--- src/rtl/modexp_ctrl.sv ---
// Modular exponentiation sequencer: drives an external Montgomery product unit
// through left-to-right square-and-multiply and returns a fully reduced M^E mod N.
module modexp_ctrl #(
    parameter int DATAWIDTH = 64
) (
    input  logic                 clk,
    input  logic                 rst,
    input  logic                 i_valid,
    output logic                 o_ready,
    input  logic [DATAWIDTH-1:0] i_M,
    input  logic [DATAWIDTH-1:0] i_E,
    input  logic [DATAWIDTH-1:0] i_N,
    input  logic [DATAWIDTH-1:0] i_R2,
    output logic                 o_valid,
    input  logic                 i_ready,
    output logic [DATAWIDTH-1:0] o_C,
    output logic                 mp_start,
    input  logic                 mp_ready,
    input  logic                 mp_valid,
    output logic [DATAWIDTH-1:0] mp_A,
    output logic [DATAWIDTH-1:0] mp_B,
    output logic [DATAWIDTH-1:0] mp_N,
    input  logic [DATAWIDTH-1:0] mp_U
);
    localparam int IW = (DATAWIDTH > 1) ? $clog2(DATAWIDTH) : 1;
    localparam logic [DATAWIDTH-1:0] ONE = {{(DATAWIDTH-1){1'b0}}, 1'b1};

    typedef enum logic [2:0] {S_IDLE, S_ISSUE, S_WAIT, S_NEXT, S_REDUCE, S_DONE} state_t;
    typedef enum logic [2:0] {OP_MBAR, OP_XBAR, OP_SQR, OP_MUL, OP_POST} op_t;

    state_t               state_q;
    op_t                  op_q, op_d;
    logic [IW-1:0]        idx_q, idx_d;
    logic [DATAWIDTH-1:0] m_q, e_q, n_q, r2_q, x_q, mbar_q;
    logic [DATAWIDTH:0]   diff;

    assign o_ready  = (state_q == S_IDLE);
    assign mp_start = (state_q == S_ISSUE) && mp_ready;
    assign mp_N     = n_q;
    // Borrow out of the (DATAWIDTH+1)-bit subtract means X < N.
    assign diff     = {1'b0, x_q} - {1'b0, n_q};

    // Operands only change when op_q or the captured X/Mbar change, which
    // happens no earlier than the mp_valid edge, so they stay stable in flight.
    always_comb begin
        mp_A = '0;
        mp_B = '0;
        case (op_q)
            OP_MBAR: begin mp_A = m_q;    mp_B = r2_q; end
            OP_XBAR: begin mp_A = ONE;    mp_B = r2_q; end
            OP_SQR:  begin mp_A = x_q;    mp_B = x_q;  end
            OP_MUL:  begin mp_A = mbar_q; mp_B = x_q;  end
            OP_POST: begin mp_A = x_q;    mp_B = ONE;  end
            default: ;
        endcase
    end

    always_comb begin
        op_d  = op_q;
        idx_d = idx_q;
        case (op_q)
            OP_MBAR: op_d = OP_XBAR;
            OP_XBAR: begin
                op_d  = OP_SQR;
                idx_d = IW'(DATAWIDTH - 1);
            end
            OP_SQR: begin
                if (e_q[idx_q])
                    op_d = OP_MUL;
                else if (idx_q == '0)
                    op_d = OP_POST;
                else
                    idx_d = idx_q - 1'b1;
            end
            OP_MUL: begin
                if (idx_q == '0) begin
                    op_d = OP_POST;
                end else begin
                    op_d  = OP_SQR;
                    idx_d = idx_q - 1'b1;
                end
            end
            default: ;
        endcase
    end

    always_ff @(posedge clk or posedge rst) begin
        if (rst) begin
            state_q <= S_IDLE;
            op_q    <= OP_MBAR;
            idx_q   <= '0;
            m_q     <= '0;
            e_q     <= '0;
            n_q     <= '0;
            r2_q    <= '0;
            x_q     <= '0;
            mbar_q  <= '0;
            o_valid <= 1'b0;
            o_C     <= '0;
        end else begin
            case (state_q)
                S_IDLE: if (i_valid) begin
                    m_q     <= i_M;
                    e_q     <= i_E;
                    n_q     <= i_N;
                    r2_q    <= i_R2;
                    x_q     <= '0;
                    mbar_q  <= '0;
                    idx_q   <= '0;
                    op_q    <= OP_MBAR;
                    state_q <= S_ISSUE;
                end
                S_ISSUE: if (mp_ready) state_q <= S_WAIT;
                S_WAIT: if (mp_valid) begin
                    if (op_q == OP_MBAR) mbar_q <= mp_U;
                    else                 x_q    <= mp_U;
                    state_q <= S_NEXT;
                end
                S_NEXT: begin
                    op_q    <= op_d;
                    idx_q   <= idx_d;
                    state_q <= (op_q == OP_POST) ? S_REDUCE : S_ISSUE;
                end
                S_REDUCE: begin
                    o_C     <= diff[DATAWIDTH] ? x_q : diff[DATAWIDTH-1:0];
                    o_valid <= 1'b1;
                    state_q <= S_DONE;
                end
                S_DONE: if (i_ready) begin
                    o_valid <= 1'b0;
                    state_q <= S_IDLE;
                end
                default: state_q <= S_IDLE;
            endcase
        end
    end
endmodule

--- config.mk ---
export PLATFORM = sky130hd
export DESIGN_NAME = modexp_ctrl
export DESIGN_NICKNAME = d
export VERILOG_FILES = /design/src/rtl/modexp_ctrl.sv
export SDC_FILE = /design/constraint.sdc
export NUM_CORES = 2
export LEC_CHECK = 0
export CAP_MARGIN = 20
export CORE_ASPECT_RATIO = 0.7
export CORE_MARGIN = 2
export CORE_UTILIZATION = 51
export DETAILED_ROUTE_END_ITERATION = 7
export PLACE_DENSITY = 0.86
export SYNTH_ARGS = -nofsm -noshare
export SYNTH_HDL_FRONTEND = slang
export SYNTH_SLANG_ARGS = --single-unit
--- constraint.sdc ---
create_clock -name clk -period 20.5 [get_ports clk]
set_input_delay 4.1 -clock clk [delete_from_list [all_inputs] [get_ports clk]]
set_output_delay 4.1 -clock clk [all_outputs]
set_load 0.05 [all_outputs]
# Yosys cells after proc, flatten, opt, wreduce, memory -nomap -nowiden
# Cells that the tools add are included.
[totals]
inputBits = 326
register_bits = 461
word_cells = 81
out_inout_bits = 259
[classes]
order_cmp = 1
n_eq_ne = 19
mux = 31
addsub = 2
reduce_logical = 17
[op_table]
columns = ["op", "count"]
rows = [
  ["64-bit two-way mux", 6],
  ["64-bit one-hot mux with 2 select lines", 2],
  ["64-bit one-hot mux with 4 select lines", 1],
  ["64-bit one-hot mux with 3 select lines", 1],
  ["64-bit by 64-bit subtractor with 65-bit output", 1],
  ["3-bit two-way mux", 9],
  ["4-bit AND reduction", 5],
  ["6-bit two-way mux", 3],
  ["3-bit one-hot mux with 6 select lines", 1],
  ["6-bit one-hot mux with 3 select lines", 1],
  ["3-bit by 2-bit == test with 1-bit output (second input constant)", 4],
  ["2-bit != test (second input constant)", 6],
  ["3-bit one-hot mux with 4 select lines", 1],
  ["6-bit one-hot mux with 2 select lines", 1],
  ["3-bit == test (second input constant)", 3],
  ["6-bit by 7-bit < comparator with 1-bit output (second input constant)", 1],
  ["1-bit binary-select mux with 6-bit select", 1],
  ["3-bit by 1-bit == test with 1-bit output (second input constant)", 2],
  ["3-bit logical NOT", 2],
  ["6-bit logical NOT", 1],
  ["3-bit one-hot mux with 2 select lines", 1],
  ["2-bit nonzero test", 3],
  ["2-bit OR reduction", 3],
  ["6-bit by 1-bit subtractor with 6-bit output (second input constant)", 1],
  ["other kinds (8)", 10],
]

# Logic depth before layout (Yosys ltp)
[logic_depth]
ltp_word = 5
mapped_depth = 17

# Worst setup path before layout
# OpenSTA, ideal clock, no wires.
[synth_path]
kind = "input -> output"
from = "input port mp_ready"
to = "output port mp_start"
path_stages = 2
n_path_buf = 0
required_time_ns = 16.400
path_slack_ns = 11.561
arrival_ns = 4.839
path_cell_list = "nand3b_1 nor2_1"
[synth_via]
elab_chain_cells = 1
[synth_lines]
columns = ["item", "line", "rtl"]
rows = [
  ["start, declared", "18", "input logic mp_ready,"],
  ["1-bit logical AND", "38", "assign mp_start = (state_q == S_ISSUE) && mp_ready;"],
  ["end, declared", "17", "output logic mp_start,"],
]
# Every way passes these cells.

# Final worst setup path
# Ends and elaborated chain as after synthesis.

==> flow_metrics.env <==
export IMPL_synthesis_area_sq_mm=0.0253
export IMPL_critical_path_max_fanout=2
export IMPL_yosys_most_used_dff="sky130_fd_sc_hd__dfrtp_1"
export IMPL_post_cts_setup_buffer_count=0
export IMPL_floorplan_io_pins=585
export IMPL_clock_fmax_ghz=0.103
export IMPL_register_share_of_total_power_pct=26.0
export IMPL_effective_utilization_at_floorplan_pct=51.5
export IMPL_layout_core_utilization_pct=67.3
export IMPL_global_route_wire_length_before_repair_um=129000
export IMPL_synth_yosys_seq_area_share_pct=45.6
export IMPL_maximum_number_of_pins_on_one_net_before_global_route_repair=174
export IMPL_timing_critical_path_arrival_ps=5620
export IMPL_power_switching_uw=3120
export IMPL_slew_headroom_pct=29.4
export IMPL_worst_slew_pin_slew_ps=1060
export IMPL_synth_edff_count=0
export IMPL_kind_of_capture_point_of_the_worst_setup_path="primary output"
export IMPL_intPower_uw=3250
export IMPL_drt_antenna_net_count=0
export IMPL_wl_per_cell_um=22.1
export IMPL_worst_hold_path_type="flop to flop"
export IMPL_finalHoldViolations=0
export IMPL_initialDrtViolationCount=2259
export IMPL_grt_total_usage_pct=31.7
export IMPL_grt_antenna_before_repair=3
export IMPL_die_area_sq_mm=0.0514
export IMPL_fin_worst_skew_ps=10.2
export IMPL_final_min_clock_period_ps=9720
export IMPL_ctsLongestPathBuffers=3
export IMPL_grt_overflow_total=0
export IMPL_drive_above_1_share_pct=12.6
export IMPL_dr_pass1_iters=6
export IMPL_first_global_vias=22700
export IMPL_run_status="finished, final reports clean"
export IMPL_final_nets=3479
export IMPL_p_sw_share_pct=49.0
export IMPL_syn_warnings=0
export IMPL_finalSetupTns_ps=0
export IMPL_setup_repair_after_global_routing_missed_its_margin="no"
export IMPL_detail_route_drc_violations=0
export IMPL_clock_root_buffer="sky130_fd_sc_hd__clkbuf_16"
export IMPL_post_dp_hpwl_um=59600
export IMPL_routed_wl_um=83800
export IMPL_critical_path_data_required_time_ps=16400
export IMPL_finish_cell_count_without_fillers=3789
export IMPL_tritoncts="built"
export IMPL_power_per_cell_area_mw_per_mm2=193
export IMPL_detailedPlace_worstSlack_ps=10790
export IMPL_detailroute_via_count=22800
export IMPL_cp_start_kind="input port"
export IMPL_synth_area_per_cell_sq_um=9.67
export IMPL_synth_cell_types=67
export IMPL_max_cap_violations=0
export IMPL_start_to_end_type_of_the_worst_setup_path="input port to primary output"
export IMPL_pwr_share_comb_pct=60.2
export IMPL_async_flop_share_pct=100
export IMPL_cts_sink_count=461
export IMPL_finalMaxSlewViolations=0
export IMPL_mappedNetlistNets=3007
export IMPL_floorplan_rows=68
export IMPL_area_growth_syn_to_layout_pct=30.7
export IMPL_cts_hold_buf=0
export IMPL_final_min_period_over_clock_period_pct=47.4
export IMPL_die_width_um=270
export IMPL_clk_pin_slew_worst_paths_ps=60
export IMPL_setup_viol=0
export IMPL_vdd_drop_max_uv=160
export IMPL_port_buffers=584
export IMPL_post_cts_resize_count=0
export IMPL_die_h_um=190
export IMPL_timing_final_ws_setup_ps=10780
export IMPL_detail_route_vias_per_cell=6.01
export IMPL_cts_htree_levels=2
export IMPL_clockPowerShare_pct=13.9
export IMPL_cts_inserted_buffers=45
export IMPL_cellLeakagePower_uw=0.0139
export IMPL_synth_cells=2615
export IMPL_globalplace_congestion=0.946
export IMPL_fillers=3603
export IMPL_fp_coreArea_sq_mm=0.0491
export IMPL_dp_cells=3703
export IMPL_worstSkewPairLatency_ps=570
export IMPL_postSynthRegisterBits=461
-- metrics by stage --
step / instance area [sq um] / hold WS [ps] / power [uW]
after floorplan: 25300 / 444 / 4270
after global placement: 31400 / 458 / 5300
after detailed placement: 31400 / 462 / 5420
after CTS: 33000 / 477 / 6340
after global routing: 33100 / 506 / 6700
final: 33100 / 475 / 6370
-- path summary, 6_finish.rpt --
kind / cells after the start / end / slack [ps] / from
hold / removal: 2 / o_valid / 470 / o_valid
min in group asynchronous: 2 / m_q[25] / 4080 / rst
setup / recovery: 4 / mp_start / 10780 / mp_ready
max in group asynchronous: 4 / op_q[1] / 13820 / rst
hold reg to reg: 2 / o_valid / 470 / o_valid
setup reg to reg: 14 / o_C[63] / 15570 / x_q[0]
-- synthesized netlist by cell type (4+ instances only) --
library cell / instances / share of area [%]
sky130_fd_sc_hd__mux4_2: 20 / 1.8
sky130_fd_sc_hd__o41ai_1: 4 / 0.14
sky130_fd_sc_hd__buf_2: 9 / 0.18
sky130_fd_sc_hd__a2111oi_0: 4 / 0.14
sky130_fd_sc_hd__and3_1: 7 / 0.17
sky130_fd_sc_hd__nor2_1: 133 / 2.0
sky130_fd_sc_hd__nor3_1: 20 / 0.40
sky130_fd_sc_hd__o31ai_1: 5 / 0.15
sky130_fd_sc_hd__nor3b_1: 16 / 0.47
sky130_fd_sc_hd__nand2_1: 450 / 6.7
sky130_fd_sc_hd__a311oi_1: 4 / 0.14
sky130_fd_sc_hd__nand3b_1: 4 / 0.12
sky130_fd_sc_hd__o22a_1: 4 / 0.14
sky130_fd_sc_hd__a31oi_1: 13 / 0.32
sky130_fd_sc_hd__o21ai_0: 331 / 6.5
sky130_fd_sc_hd__mux2i_1: 116 / 4.6
sky130_fd_sc_hd__mux2_2: 255 / 11
sky130_fd_sc_hd__dfrtp_1: 461 / 46
sky130_fd_sc_hd__a211oi_1: 10 / 0.30
sky130_fd_sc_hd__a22o_1: 4 / 0.14
sky130_fd_sc_hd__nand4_1: 18 / 0.45
sky130_fd_sc_hd__ha_1: 65 / 3.2
sky130_fd_sc_hd__o211ai_1: 10 / 0.30
sky130_fd_sc_hd__a21oi_1: 107 / 2.1
sky130_fd_sc_hd__clkbuf_1: 143 / 2.1
sky130_fd_sc_hd__nand2b_1: 9 / 0.22
sky130_fd_sc_hd__o21bai_1: 11 / 0.33
sky130_fd_sc_hd__o21a_1: 10 / 0.30
sky130_fd_sc_hd__a22oi_1: 49 / 1.5
sky130_fd_sc_hd__or3_1: 7 / 0.17
sky130_fd_sc_hd__nand3_1: 27 / 0.53
sky130_fd_sc_hd__and2_1: 9 / 0.22
sky130_fd_sc_hd__nor4_1: 5 / 0.12
sky130_fd_sc_hd__xnor2_1: 37 / 1.3
sky130_fd_sc_hd__inv_1: 86 / 1.3
sky130_fd_sc_hd__a21o_1: 36 / 1.1
sky130_fd_sc_hd__o21ai_1: 27 / 0.53
sky130_fd_sc_hd__xor2_1: 23 / 0.80
sky130_fd_sc_hd__buf_1: 15 / 0.22
-- kinds of logic after synthesis --
logic type	synth area share, %
AO/OA/AOI/OAI	15.0
XOR/XNOR	2.08
adder cells (fa/ha/maj)	3.29
buffers and inverters	4.32
flip-flops	45.6
multiplexers	17.7
AND/OR/NAND/NOR	11.9
-- per-layer routing --
| layer | routed length (um) | global-route usage (%) | share of wire (%) |
|---|---|---|---|
| met1 | 34200 | 41.2 | 41 |
| met2 | 39700 | 53.2 | 47 |
| met3 | 7070 | 6.95 | 8.4 |
| met4 | 2840 | 9.99 | 3.4 |
| met5 | 0 | 0 | 0 |
-- registers in the layout, summed over array words and instances, names as in the netlist --
| name | cells |
|---|---|
| x_q | 64 |
| op_q | 3 |
| r2_q | 64 |
| mp_N | 64 |
| mbar_q | 64 |
| state_q | 3 |
| o_valid | 1 |
| idx_q | 6 |
| o_C | 64 |
| m_q | 64 |
| e_q | 64 |
-- power by group through the flow --
| stage | clock network [uW] | registers [uW] | logic, uW |
|---|---|---|---|
| detailed placement | 0 | 1650 | 3770 |
| CTS | 895 | 1640 | 3800 |
| global placement | 0 | 1620 | 3680 |
| finish | 883 | 1660 | 3830 |
| floorplan | 0 | 1780 | 2490 |
| global route | 932 | 1700 | 4070 |
-- worst max-delay path, stage by stage --
cell and delay [ps]:
sky130_fd_sc_hd__clkdlybuf4s50_1 490, sky130_fd_sc_hd__nand3b_1 100, sky130_fd_sc_hd__nor2_1 110, sky130_fd_sc_hd__clkdlybuf4s50_1 820
-- layout by cell type, fill, tap and decap left out, drive strengths merged, types with 37 or more instances in the layout --
cell | netlist | final
xnor2 | 37 | 37
inv | 86 | 87
nand2 | 450 | 450
a21oi | 107 | 107
mux2i | 116 | 116
o21ai | 358 | 358
dfrtp | 461 | 461
ha | 65 | 65
a22oi | 49 | 49
nor2 | 133 | 133
clkbuf | 146 | 66
mux2 | 255 | 255
clkdlybuf4s50 | 0 | 584
-- final cells by class --
cell class	count	area, sq um	area share (%)
antenna	2	5.00	0.0151
tap	665	832	2.52
multi-input combinational	1889	12700	38.5
sequential	461	11500	34.9
clock inverter	16	194	0.587
timing repair buffer	604	6050	18.3
clock buffer	66	1380	4.17
inverter	86	330	0.999
Power figures use the tool's default switching activity.
